===== config.mk =====
export PLATFORM = sky130hd
export DESIGN_NAME = if_ctrl
export DESIGN_NICKNAME = d
export VERILOG_FILES = /design/src/rtl/if_ctrl.sv
export SDC_FILE = /design/constraint.sdc
export NUM_CORES = 1
export LEC_CHECK = 0
export CORE_MARGIN = 3
export CORE_UTILIZATION = 46
export DETAILED_ROUTE_END_ITERATION = 16
export GPL_TIMING_DRIVEN = 1
export PLACE_DENSITY = 0.9
export SLEW_MARGIN = 20
export SYNTH_ARGS = -nofsm -noshare
export SYNTH_HDL_FRONTEND = slang
export SYNTH_SLANG_ARGS = --single-unit

===== constraint.sdc =====
create_clock -name clk -period 3.2 [get_ports clk]
set_clock_uncertainty 0.1 [all_clocks]
set_input_delay 0.48 -clock clk [delete_from_list [all_inputs] [get_ports clk]]
set_output_delay 0.48 -clock clk [all_outputs]
set_load 0.01 [all_outputs]

===== src/rtl/if_ctrl.sv =====
// ---------------------------------------------------------------------------
// if_ctrl -- instruction fetch controller.
// Issues one instruction-memory request at a time, then waits for its
// response. It holds the fetched instruction until decode accepts it and
// handles redirects from execute, discarding any response that the redirect
// makes stale.
//
// Build option: define IF_CTRL_MISALIGN_EN so that a redirect to an address
// that is not word-aligned goes to TRAP_VEC and pulses misalign_o. Without the
// macro, the low two target bits are cleared and misalign_o is tied to 0.
// ---------------------------------------------------------------------------
module if_ctrl #(
    parameter logic [31:0] RESET_ADDR = 32'h0000_0000,
    parameter logic [31:0] TRAP_VEC   = 32'h0000_0100
) (
    input  logic        clk,
    input  logic        rstn,
    input  logic        redirect_i,
    input  logic [31:0] redirect_pc_i,
    output logic        imem_req_o,
    output logic [31:0] imem_addr_o,
    input  logic        imem_gnt_i,
    input  logic        imem_rvalid_i,
    input  logic [31:0] imem_rdata_i,
    output logic        inst_valid_o,
    output logic [31:0] inst_o,
    output logic [31:0] inst_pc_o,
    input  logic        inst_ready_i,
    output logic [31:0] pc_o,
    output logic        misalign_o
);

    localparam logic [2:0] S_BOOT  = 3'd0;
    localparam logic [2:0] S_REQ   = 3'd1;
    localparam logic [2:0] S_WAIT  = 3'd2;
    localparam logic [2:0] S_HOLD  = 3'd3;
    localparam logic [2:0] S_DRAIN = 3'd4;

`ifdef IF_CTRL_MISALIGN_EN
    localparam logic MISALIGN_EN = 1'b1;
`else
    localparam logic MISALIGN_EN = 1'b0;
`endif

    logic [2:0]  state;
    logic [31:0] pc;
    logic [31:0] fetch_addr_p0;
    logic [31:0] inst_p1;
    logic [31:0] inst_pc_p1;
    logic        vld_p1;

    // Redirect target: a misaligned target traps when checking is enabled;
    // otherwise it is forced to word alignment.
    function automatic logic [31:0] redirect_target(input logic [31:0] tgt);
        if (MISALIGN_EN && (tgt[1:0] != 2'b00))
            return TRAP_VEC;
        else
            return {tgt[31:2], 2'b00};
    endfunction

    assign imem_req_o   = (state == S_REQ);
    assign imem_addr_o  = pc;
    assign pc_o         = pc;
    assign inst_valid_o = vld_p1;
    assign inst_o       = inst_p1;
    assign inst_pc_o    = inst_pc_p1;

    // Fetch FSM. Only one transaction can be outstanding, because a new
    // request is issued only from S_REQ.
    always_ff @(posedge clk or negedge rstn) begin
        if (!rstn) begin
            state         <= S_BOOT;
            pc            <= RESET_ADDR;
            fetch_addr_p0 <= 32'h0;
            inst_p1       <= 32'h0;
            inst_pc_p1    <= 32'h0;
            vld_p1        <= 1'b0;
        end else begin
            case (state)
                S_BOOT: state <= S_REQ;
                // request -> grant: the granted address moves to p0
                S_REQ: begin
                    if (redirect_i) begin
                        pc     <= redirect_target(redirect_pc_i);
                        vld_p1 <= 1'b0;
                        state  <= imem_gnt_i ? S_DRAIN : S_REQ;
                    end else if (imem_gnt_i) begin
                        fetch_addr_p0 <= pc;
                        pc            <= pc + 32'd4;
                        state         <= S_WAIT;
                    end
                end
                // grant -> response: data and its address move to p1
                S_WAIT: begin
                    if (redirect_i) begin
                        pc     <= redirect_target(redirect_pc_i);
                        vld_p1 <= 1'b0;
                        state  <= imem_rvalid_i ? S_REQ : S_DRAIN;
                    end else if (imem_rvalid_i) begin
                        inst_p1    <= imem_rdata_i;
                        inst_pc_p1 <= fetch_addr_p0;
                        vld_p1     <= 1'b1;
                        state      <= S_HOLD;
                    end
                end
                // p1 -> decode handshake
                S_HOLD: begin
                    if (redirect_i) begin
                        pc     <= redirect_target(redirect_pc_i);
                        vld_p1 <= 1'b0;
                        state  <= S_REQ;
                    end else if (inst_ready_i) begin
                        vld_p1 <= 1'b0;
                        state  <= S_REQ;
                    end
                end
                S_DRAIN: begin
                    if (redirect_i)
                        pc <= redirect_target(redirect_pc_i);
                    if (imem_rvalid_i)
                        state <= S_REQ;
                end
                default: state <= S_BOOT;
            endcase
        end
    end

`ifdef IF_CTRL_MISALIGN_EN
    logic misalign_q;

    // One-cycle pulse for every accepted redirect whose target is misaligned.
    always_ff @(posedge clk or negedge rstn) begin
        if (!rstn)
            misalign_q <= 1'b0;
        else
            misalign_q <= (state != S_BOOT) && redirect_i && (redirect_pc_i[1:0] != 2'b00);
    end

    assign misalign_o = misalign_q;
`else
    assign misalign_o = 1'b0;
`endif

endmodule

### Word level (Yosys, flattened, before mapping)

Cells that the tools add are included.

| storage, ports and cells | value |
|---|---|
| bits in registers | 132 |
| logic and storage cells | 47 |
| bits of input ports | 70 |
| output and inout port bits | 131 |

| cells by class | value |
|---|---|
| reductions and logical operators | 9 |
| $add $sub $neg | 1 |
| multiplexer cells | 20 |
| equal/unequal tests | 10 |
| bitwise gates (word level) | 1 |

Operator list:

| operator | count |
|---|---|
| 32-bit 2-to-1 mux | 3 |
| 32-bit one-hot mux with 2 select lines | 1 |
| 32-bit by 3-bit adder with 32-bit output (second input constant) | 1 |
| 3-bit 2-to-1 mux | 9 |
| 3-bit one-hot mux with 5 select lines | 1 |
| 3-bit AND reduction | 3 |
| 4-bit AND reduction | 2 |
| 3-bit by 2-bit equality test with 1-bit output (second input constant) | 2 |
| 3-bit inequality test (second input constant) | 2 |
| 1-bit 2-to-1 mux | 5 |
| 2-bit inequality test (second input constant) | 2 |
| 3-bit by 1-bit equality test with 1-bit output (second input constant) | 1 |
| 3-bit equality test (second input constant) | 1 |
| 3-bit logical NOT | 1 |
| 3-bit by 2-bit inequality test with 1-bit output (second input constant) | 1 |
| 1-bit one-hot mux with 3 select lines | 1 |
| 3-bit nonzero test | 1 |
| 3-bit OR reduction | 1 |
| 2-bit by 1-bit inequality test with 1-bit output (second input constant) | 1 |
| 2-bit nonzero test | 1 |
| 1-bit inverter | 1 |

### Logic depth before layout (Yosys ltp)

Gate-level depths: netlist (run 1).

| depth | value |
|---|---|
| depth in word-level cells | 4 |
| mapped depth | 8 |

### Least setup slack after synthesis (run 1)

OpenSTA, ideal clock, no wires.

| timing path | value |
|---|---|
| path kind | register to register |
| from | reg pc[2], in the netlist imem_addr_o[2] |
| to | reg pc[30], in the netlist imem_addr_o[30] |
| setup slack | 0.898 ns |
| cell stages (with the launch flop) | 7 |
| arrival time | 2.065 ns |
| buffers on the path | 0 |
| path through | dfrtp_1 -> ha_1 -> nand3_2 -> or4_4 -> or4_1 -> mux2i_1 -> a21oi_1 |

| between the ends | value |
|---|---|
| longest elaborated chain between the ends | 4 |

RTL lines:

| item | RTL line | text |
|---|---|---|
| from (decl) | 46 | `logic [31:0] pc;` |
| from (signal assigned) | 84 | `pc <= redirect_target(redirect_pc_i);` |
| from (signal assigned) | 89 | `pc <= pc + 32'd4;` |
| from (signal assigned) | 96 | `pc <= redirect_target(redirect_pc_i);` |
| 32-bit by 3-bit adder with 32-bit output | 89 |  |
| 32-bit 2-to-1 mux | 87 | `end else if (imem_gnt_i) begin` |
| 32-bit 2-to-1 mux | 83 | `if (redirect_i) begin` |
| 32-bit one-hot mux with 2 select lines | 79 | `case (state)` |

Every way passes these cells. The select of a mux whose other input is x is not followed.
A chain may end at the register's enable or synchronous reset.

### Worst setup path in the final report (run 1)

Ends and elaborated chain as after synthesis.

==> reports/summary.md, run 1 <==
The run finished, with violations left. The checks that failed: hold timing. The DRC marker count from the first detailed-route iteration was 586; the number of buffers inserted during clock tree synthesis was 17. The number of instances in the synthesized netlist is 575. For this run, the top clock speed supported by timing is 401 MHz.

The simple-gate area share of the yosys netlist came out at 0.163. The number of enable flip-flop cells after synthesis was 0; the post-synthesis adder-cell area fraction was 0.00212. Post-CTS repair changed the size of 0 cells. Data arrives at the worst endpoint at 2.68 ns.

After layout, the worst setup slack is 0.708 ns. The vias per cell is 5.62, and the number of detailed-route iterations in the first pass is 5. The number of I/O port buffers works out to 191. For the routed via count, the log shows 5139.

Summed over all cells, the static leakage comes to 0.00372 uW. Leaving out filler cells and counting taps, the final layout contains 914. The slew of the pin with the lowest slew margin works out to 0.823 ns.

Most common cell after layout, fill and taps aside: sky130_fd_sc_hd__clkdlybuf4s50_1. Clock-pin slew was measured on the worst setup and hold paths at 0.06 ns. Pin placement for this block handled 201 I/O pins. The die covers 14300 um^2. The post-synthesis async set-or-reset flop share is 1.00. Broken down by cell family, the worst path's largest delay share belongs to simple AND/OR/NAND/NOR gates. Fill cells in the final layout number 877. For this run the aggregate overflow at the end of global routing stands at 0.

For the final number of hold-violating endpoints, the log shows 2. The number of max-slew violations in the final report came out at 0. The count of cell types in the netlist was 48; the area growth from synthesis to layout was 41.8%.

Setup repair after global routing left no endpoint under its margin. The global routing usage summed across all routing layers is 0.248. Entering global routing, the biggest net connects 58 pins. For the worst slack at placement, the log shows 0.408 ns. The sequential-to-total area share from yosys stat is 0.533, and the data required time at the worst endpoint is 3.39 ns. The period utilization is 0.779, and the aggregate routed wire length is 17400 um.

The share of the synthesized netlist area taken by xor and xnor gates is 0, and the mean instance size in the synthesized netlist is 10.3 um^2. The floorplan has 40 rows. Summed over all failing endpoints, the final setup total negative slack is 0 ns. After layout, the design draws a total of 8650 uW. In this run, synthesis produced a sequential element count of 126. The critical path class was flop to flop. In this design, the stage delay of the slowest critical-path cell is 0.59 ns. The tools report the worst-skew pair later-pin latency as 0.41 ns.

The total core area came out at 12300 um^2. By area, the combinational part of the netlist is dominated by simple AND/OR/NAND/NOR gates. For the setup violation total in the final timing report, the log shows 0. Summed over all nets, the half-perimeter wirelength after detailed placement is 12200 um.

The logs give 5910 um^2 for the post-synthesis cell area and 0 for the antenna diode instance count. Dividing total power by cell area gives a power density of 1030 nW/um^2. Share of cells above drive strength 1: 0.154. For the layout net count, the log shows 804. The slowest stage of the critical path belongs to the cell sky130_fd_sc_hd__or4_4. The critical path goes through ha_1, nand3_2, or4_4, or4_1, mux2i_1, a21oi_1.

The first global-routing pass estimated 27900 um of wire. During synthesis, Yosys emitted a total of 0 warnings. The congestion estimate from routability-driven global placement came to 0.895. In this run the remaining antenna-violating nets after routing total 0. The synthesized-area fraction occupied by ao, oa, aoi and oai cells was 0.105.

The main flop type after synthesis was sky130_fd_sc_hd__dfrtp_1. The floorplan step set the die height to 119 um. The kind of end point of the critical path was a flop.

Once placement completed, the tool counted placed cells totaling 882. TritonCTS built the clock tree. The H-tree generated during clock tree synthesis spans 4 levels.

Across the VDD grid, the largest voltage drop is 0.000362 V. The tools report the minimum hold slack as -0.00879 ns. The initial antenna violation count came out at 0.

For the finished layout, the period the worst path requires is 2.49 ns. The number of global-route vias before repair is 5268, and the worst relative slew slack is 0.449. The number of clock sinks came out at 126. Once the clock tree was built, the setup fixing pass inserted 0 buffers. Hold repair after CTS inserted 0 buffers.

The tightest min-delay check is of the input pin to asynchronous set/reset pin type. Across the run, the number of max-cap violations was 0. For this run, design rule violations remaining after detail routing come to 0. The portion of netlist area occupied by mux cells is 0.121.

The root buffer cell is sky130_fd_sc_hd__clkbuf_16. The worst path buffer plus inverter count is 0, and the biggest fanout along the worst timing path is 7. The initial core utilization is 0.480, and the core occupancy in the finished layout is 0.681. Leaving out fill and tap cells, the most frequent cells in the layout are sky130_fd_sc_hd__clkdlybuf4s50_1, sky130_fd_sc_hd__nand2_1, sky130_fd_sc_hd__dfrtp_1. Dividing the detail-routed wire length by the instance count gives 19.1 um.

The category of the worst setup path launch point was a flop. Number of buffers on the longest clock path: 2. The floorplan step set the die width to 119 um.
flip-flops by register name, summed over array words and instances (netlist names):
register       count
inst_o            32
inst_valid_o       1
inst_pc_o         30
fetch_addr_p0     30
imem_addr_o       30
state              3
stage by stage:
step                      cell area [um^2]  hold WS (ns)
after floorplan                       5940        0.0844
after global placement                7790         0.355
after detailed placement              7790         0.360
after CTS                             8380        0.0118
after global routing                  8380        0.0366
final                                 8380      -0.00879
area by class of cell:
| cell class | count | area, um^2 | area share |
|---|---|---|---|
| Clock buffer | 19 | 453 | 0.0540 |
| Timing Repair Buffer | 203 | 2040 | 0.243 |
| Inverter | 8 | 30.0 | 0.00358 |
| Tap cell | 168 | 210 | 0.0251 |
| Multi-Input combinational cell | 377 | 2360 | 0.282 |
| Sequential cell | 126 | 3150 | 0.376 |
| Clock inverter | 13 | 140 | 0.0167 |
path summary, 6_finish.rpt:
check / from / to / slack [ns] / depth (start not counted)
worst max register to register: imem_addr_o[2]$_DFFE_PN0P_ / imem_addr_o[30]$_DFFE_PN0P_ / 0.71 / 6
min in group clk: fetch_addr_p0[8]$_DFFE_PN0P_ / fetch_addr_p0[8]$_DFFE_PN0P_ / 0.37 / 2
worst min-delay path: rstn / inst_pc_o[10]$_DFFE_PN0P_ / -0.009 / 1
worst min register to register: fetch_addr_p0[8]$_DFFE_PN0P_ / fetch_addr_p0[8]$_DFFE_PN0P_ / 0.37 / 2
max in group asynchronous: rstn / imem_addr_o[16]$_DFFE_PN0P_ / 2.25 / 2
worst max-delay path: imem_addr_o[2]$_DFFE_PN0P_ / imem_addr_o[30]$_DFFE_PN0P_ / 0.71 / 6
report_power, final:
group	internal [uW]	switching, uW
Clock	1190	731
Sequential	2330	732
Combinational	2030	1630
cells in the mapped netlist (8+ instances only):
master / instances / area share
sky130_fd_sc_hd__mux2_2: 62 / 0.12
sky130_fd_sc_hd__inv_1: 8 / 0.0051
sky130_fd_sc_hd__buf_4: 37 / 0.047
sky130_fd_sc_hd__o21ai_0: 20 / 0.017
sky130_fd_sc_hd__dfrtp_1: 126 / 0.53
sky130_fd_sc_hd__o22ai_1: 12 / 0.013
sky130_fd_sc_hd__a21oi_1: 31 / 0.026
sky130_fd_sc_hd__nand4_1: 12 / 0.013
sky130_fd_sc_hd__nor2_1: 16 / 0.010
sky130_fd_sc_hd__nand2_1: 126 / 0.080
sky130_fd_sc_hd__nand3_1: 12 / 0.010
sky130_fd_sc_hd__clkbuf_1: 27 / 0.017
sky130_fd_sc_hd__nor3_1: 11 / 0.0093
kinds of logic (layout without fill, tap and decap cells):
family,count (synthesis),count (layout)
mux,64,64
fa+ha+maj,1,1
simple gates,208,208
compound gates,97,97
buf+inv,78,243
flops,126,126
other cells,1,7
metal layers:
metal / vias up / GRT usage / wire length [um]
met5: - / 0 / 0
met4: 0 / 0.112 / 652
met3: 58 / 0.0579 / 1320
met2: 253 / 0.442 / 9190
met1: 2528 / 0.282 / 6250
li1: 2300 / - / -
Note: power is estimated with default switching activity, not from simulation.
==> inputs of run 2 (changes only) <==
- clock period: 3.2 -> 2.4 ns (I/O delays scaled with it)
==> run 2 against run 1 <==
  * The flow now finishes without violations
  * Final cell count is 3.7% higher
  * Sequential cell count stayed put
  * Critical path depth is 3 lower
  * Via count is 3.2% higher
  * First-iteration DRC count is 17% higher
  * Sequential power is 27% higher
  * Largest power group unchanged
==> reports/summary.md, run 2 (synthesized netlist as in run 1, its figures left out) <==
The worst hold path begins at fetch_addr_p0[3]$_DFFE_PN0P_. The run finished with clean final reports. The total core area came out at 12300 um^2 (unchanged).

The period utilization works out to 0.941. STA classifies the critical path startpoint as a flop. The number of buffers on the longest clock path was 2 (unchanged). TritonCTS built the clock tree. The minimum hold slack was 0.374 ns (+0.383 ns). Setup repair after global routing left no endpoint under its margin. The worst relative slew slack came out at 0.531 (+0.0818). The kind of end point of the critical path was an output pin. The library cell used most frequently in the layout, excluding fill and tap cells, is sky130_fd_sc_hd__clkdlybuf4s50_1. The number of I/O port buffers came out at 191 (unchanged). The worst path buffer plus inverter count was 2 (+2). The reg-to-reg critical path startpoint was imem_addr_o[2]$_DFFE_PN0P_.

The post-route standard cell area excluding fillers was 8670 um^2 (+3.4%). The area growth from synthesis to layout came out at 46.6%. The overall die width was 119 um (unchanged); the slew of the pin with the lowest slew margin was 0.703 ns (-0.120 ns).

The initial core utilization was 0.480 (unchanged); the biggest fanout along the worst timing path was 12 (+5). For the data required time at the worst endpoint, the log shows 1.94 ns (-1.45 ns). The vertical die dimension came out at 119 um (unchanged).

The logs give 17 (unchanged) for the number of buffers inserted during clock tree synthesis and 0 (unchanged) for the setup violation total in the final timing report. The power density relative to cell area is 1380 nW/um^2 (+34%), and the largest net degree at the start of global routing is 57 (-1.7%). The number of top-level pins was 201 (unchanged); the routed via count was 5304 (+3.2%).

The share of cells above drive strength 1 is 0.191 (+0.0369). In this run the clock root is driven by a sky130_fd_sc_hd__clkbuf_16. The global routing usage summed across all routing layers is 0.259 (+0.0110), and the number of max-cap violations is 0 (unchanged). The logs give 0 (unchanged) for the initial antenna violation count and 5 (unchanged) for the number of detailed-route iterations in the first pass. DRC violations left: 0 (unchanged).

The clock-pin slew on the worst setup and hold paths came out at 0.06 ns (about the same). In this run the worst setup path begins at state[0]$_DFFE_PN0P_. The shortest clock period the worst path allows after layout works out to 2.26 ns.

The worst setup path is of the flop to output pin kind. The detail-routed net length per standard cell works out to 19.2 um (+0.58%). The number of global-route vias before repair was 5565 (+5.6%); the final weighted congestion in routability-driven placement was 0.888 (-0.84%). The logs give 0.000688 V (+90%) for the worst supply voltage drop on vdd and 838 (+4.2%) for the layout net count. The leakage power summed over all cells is 0.00388 uW (+4.4%), and the cell area reported after detailed placement is 8050 um^2 (+3.3%). Critical path arrival: 1.80 ns (-0.88 ns).

The gate family responsible for the most delay along the worst path is buffers and inverters. The logs give 14300 um^2 (unchanged) for the die outline area and 0 (unchanged) for the antenna diode instance count. The DRC marker count from the first detailed-route iteration is 688 (+17%). The class of the worst hold path is flop to flop. The cell at the slowest stage of the critical path was sky130_fd_sc_hd__clkdlybuf4s50_1.

The number of max-slew violations in the final report was 0 (unchanged); the level count of the clock H-tree was 4 (unchanged). The run gives 0 (-2) as the final number of hold-violating endpoints. The logs give 12900 um (+6.1%) for the post-detailed-placement half-perimeter wirelength and 0 (unchanged) for the final global-route overflow total. In the layout the commonest cells are sky130_fd_sc_hd__clkdlybuf4s50_1, sky130_fd_sc_hd__nand2_1, sky130_fd_sc_hd__dfrtp_1. The flip-flop count of the largest register, all copies and words added is 32 (unchanged). Traced cell by cell, the critical path runs through inv_1, nor3_1, clkdlybuf4s50_1.

Vias per cell: 5.59 (-0.49%). The tools report the number of clock sinks as 126 (unchanged). The cell row count is 40 (unchanged), and the largest incremental delay on the critical path is 0.58 ns (about the same). The aggregate routed wire length came out at 18200 um (+4.3%).

Upper clock frequency limit: 443 MHz. The worst-skew pair later-pin latency was 0.42 ns (about the same). The tools report the number of nets still failing antenna checks after routing as 0 (unchanged). The sum of internal, switching and leakage power was 12000 uW (+39%); the global-route wire length before repair was 28900 um (+3.6%).
[run 2: changes by cell type in the layout (fill, tap and decap cells not counted), sizes merged]
cell	change
clkinv	-2
dlygate4sd3	+1
buf	+33
clkinvlp	+2
bufinv	+1
clkbuf	-1
[run 2: path summary, 6_finish.rpt]
| path | to | slack (ns) | depth (start not counted) |
|---|---|---|---|
| max | imem_req_o | 0.14 | 3 |
| min | fetch_addr_p0[3]$_DFFE_PN0P_ | 0.37 | 2 |
| max reg2reg | imem_addr_o[30]$_DFFE_PN0P_ | 0.15 | 6 |
| min reg2reg | fetch_addr_p0[3]$_DFFE_PN0P_ | 0.37 | 2 |
| max in group asynchronous | imem_addr_o[22]$_DFFE_PN0P_ | 1.04 | 3 |
| min in group asynchronous | inst_o[25]$_DFFE_PN0P_ | 0.44 | 2 |
[run 2: worst reg2reg max path, cell delays in order (launching register included)]
cell	delay, ns
sky130_fd_sc_hd__dfrtp_1	0.36
sky130_fd_sc_hd__ha_1	0.21
sky130_fd_sc_hd__nand3_2	0.14
sky130_fd_sc_hd__or4_4	0.57
sky130_fd_sc_hd__or4_1	0.54
sky130_fd_sc_hd__mux2i_1	0.14
sky130_fd_sc_hd__a21oi_1	0.08
[run 2: final cells by class]
cell class	count	area [um^2]
Tap cell	168	210
Sequential cell	126	3150
Clock inverter	14	168
Timing Repair Buffer	237	2310
Clock buffer	18	439
Inverter	8	30.0
Multi-Input combinational cell	377	2360
Fill cell	849	3640
[run 2: metrics by stage]
stage	instances	TNS, ns	util	setup WS (ns)
after floorplan	581	0	-	0.0982
after global placement	915	0	0.654	0.0690
after detailed placement	915	-0.0812	0.654	-0.0302
after CTS	948	0	0.704	0.0500
after global routing	948	0	0.704	0.0115
final	948	0	0.704	0.141
[run 2: power breakdown]
| group | switching (uW) | internal [uW] | leakage (uW) |
|---|---|---|---|
| Sequential | 774 | 3120 | 0.00158 |
| Combinational | 2510 | 2960 | 0.00202 |
| Clock | 973 | 1650 | 0.000280 |
[run 2: what timing repair did]
item	4_1_cts	5_1_grt
hold endpoints to repair	52	0
resized for setup	0	1
hold buffers	1	0
endpoints found under the setup margin	0	1
buffers inserted	0	0
[run 2: layer usage]
layer	track usage	vias up	routed length (um)
li1	-	2365	-
met1	0.290	2595	6480
met2	0.459	282	9660
met3	0.0594	62	1260
met4	0.133	0	761
met5	0	-	0
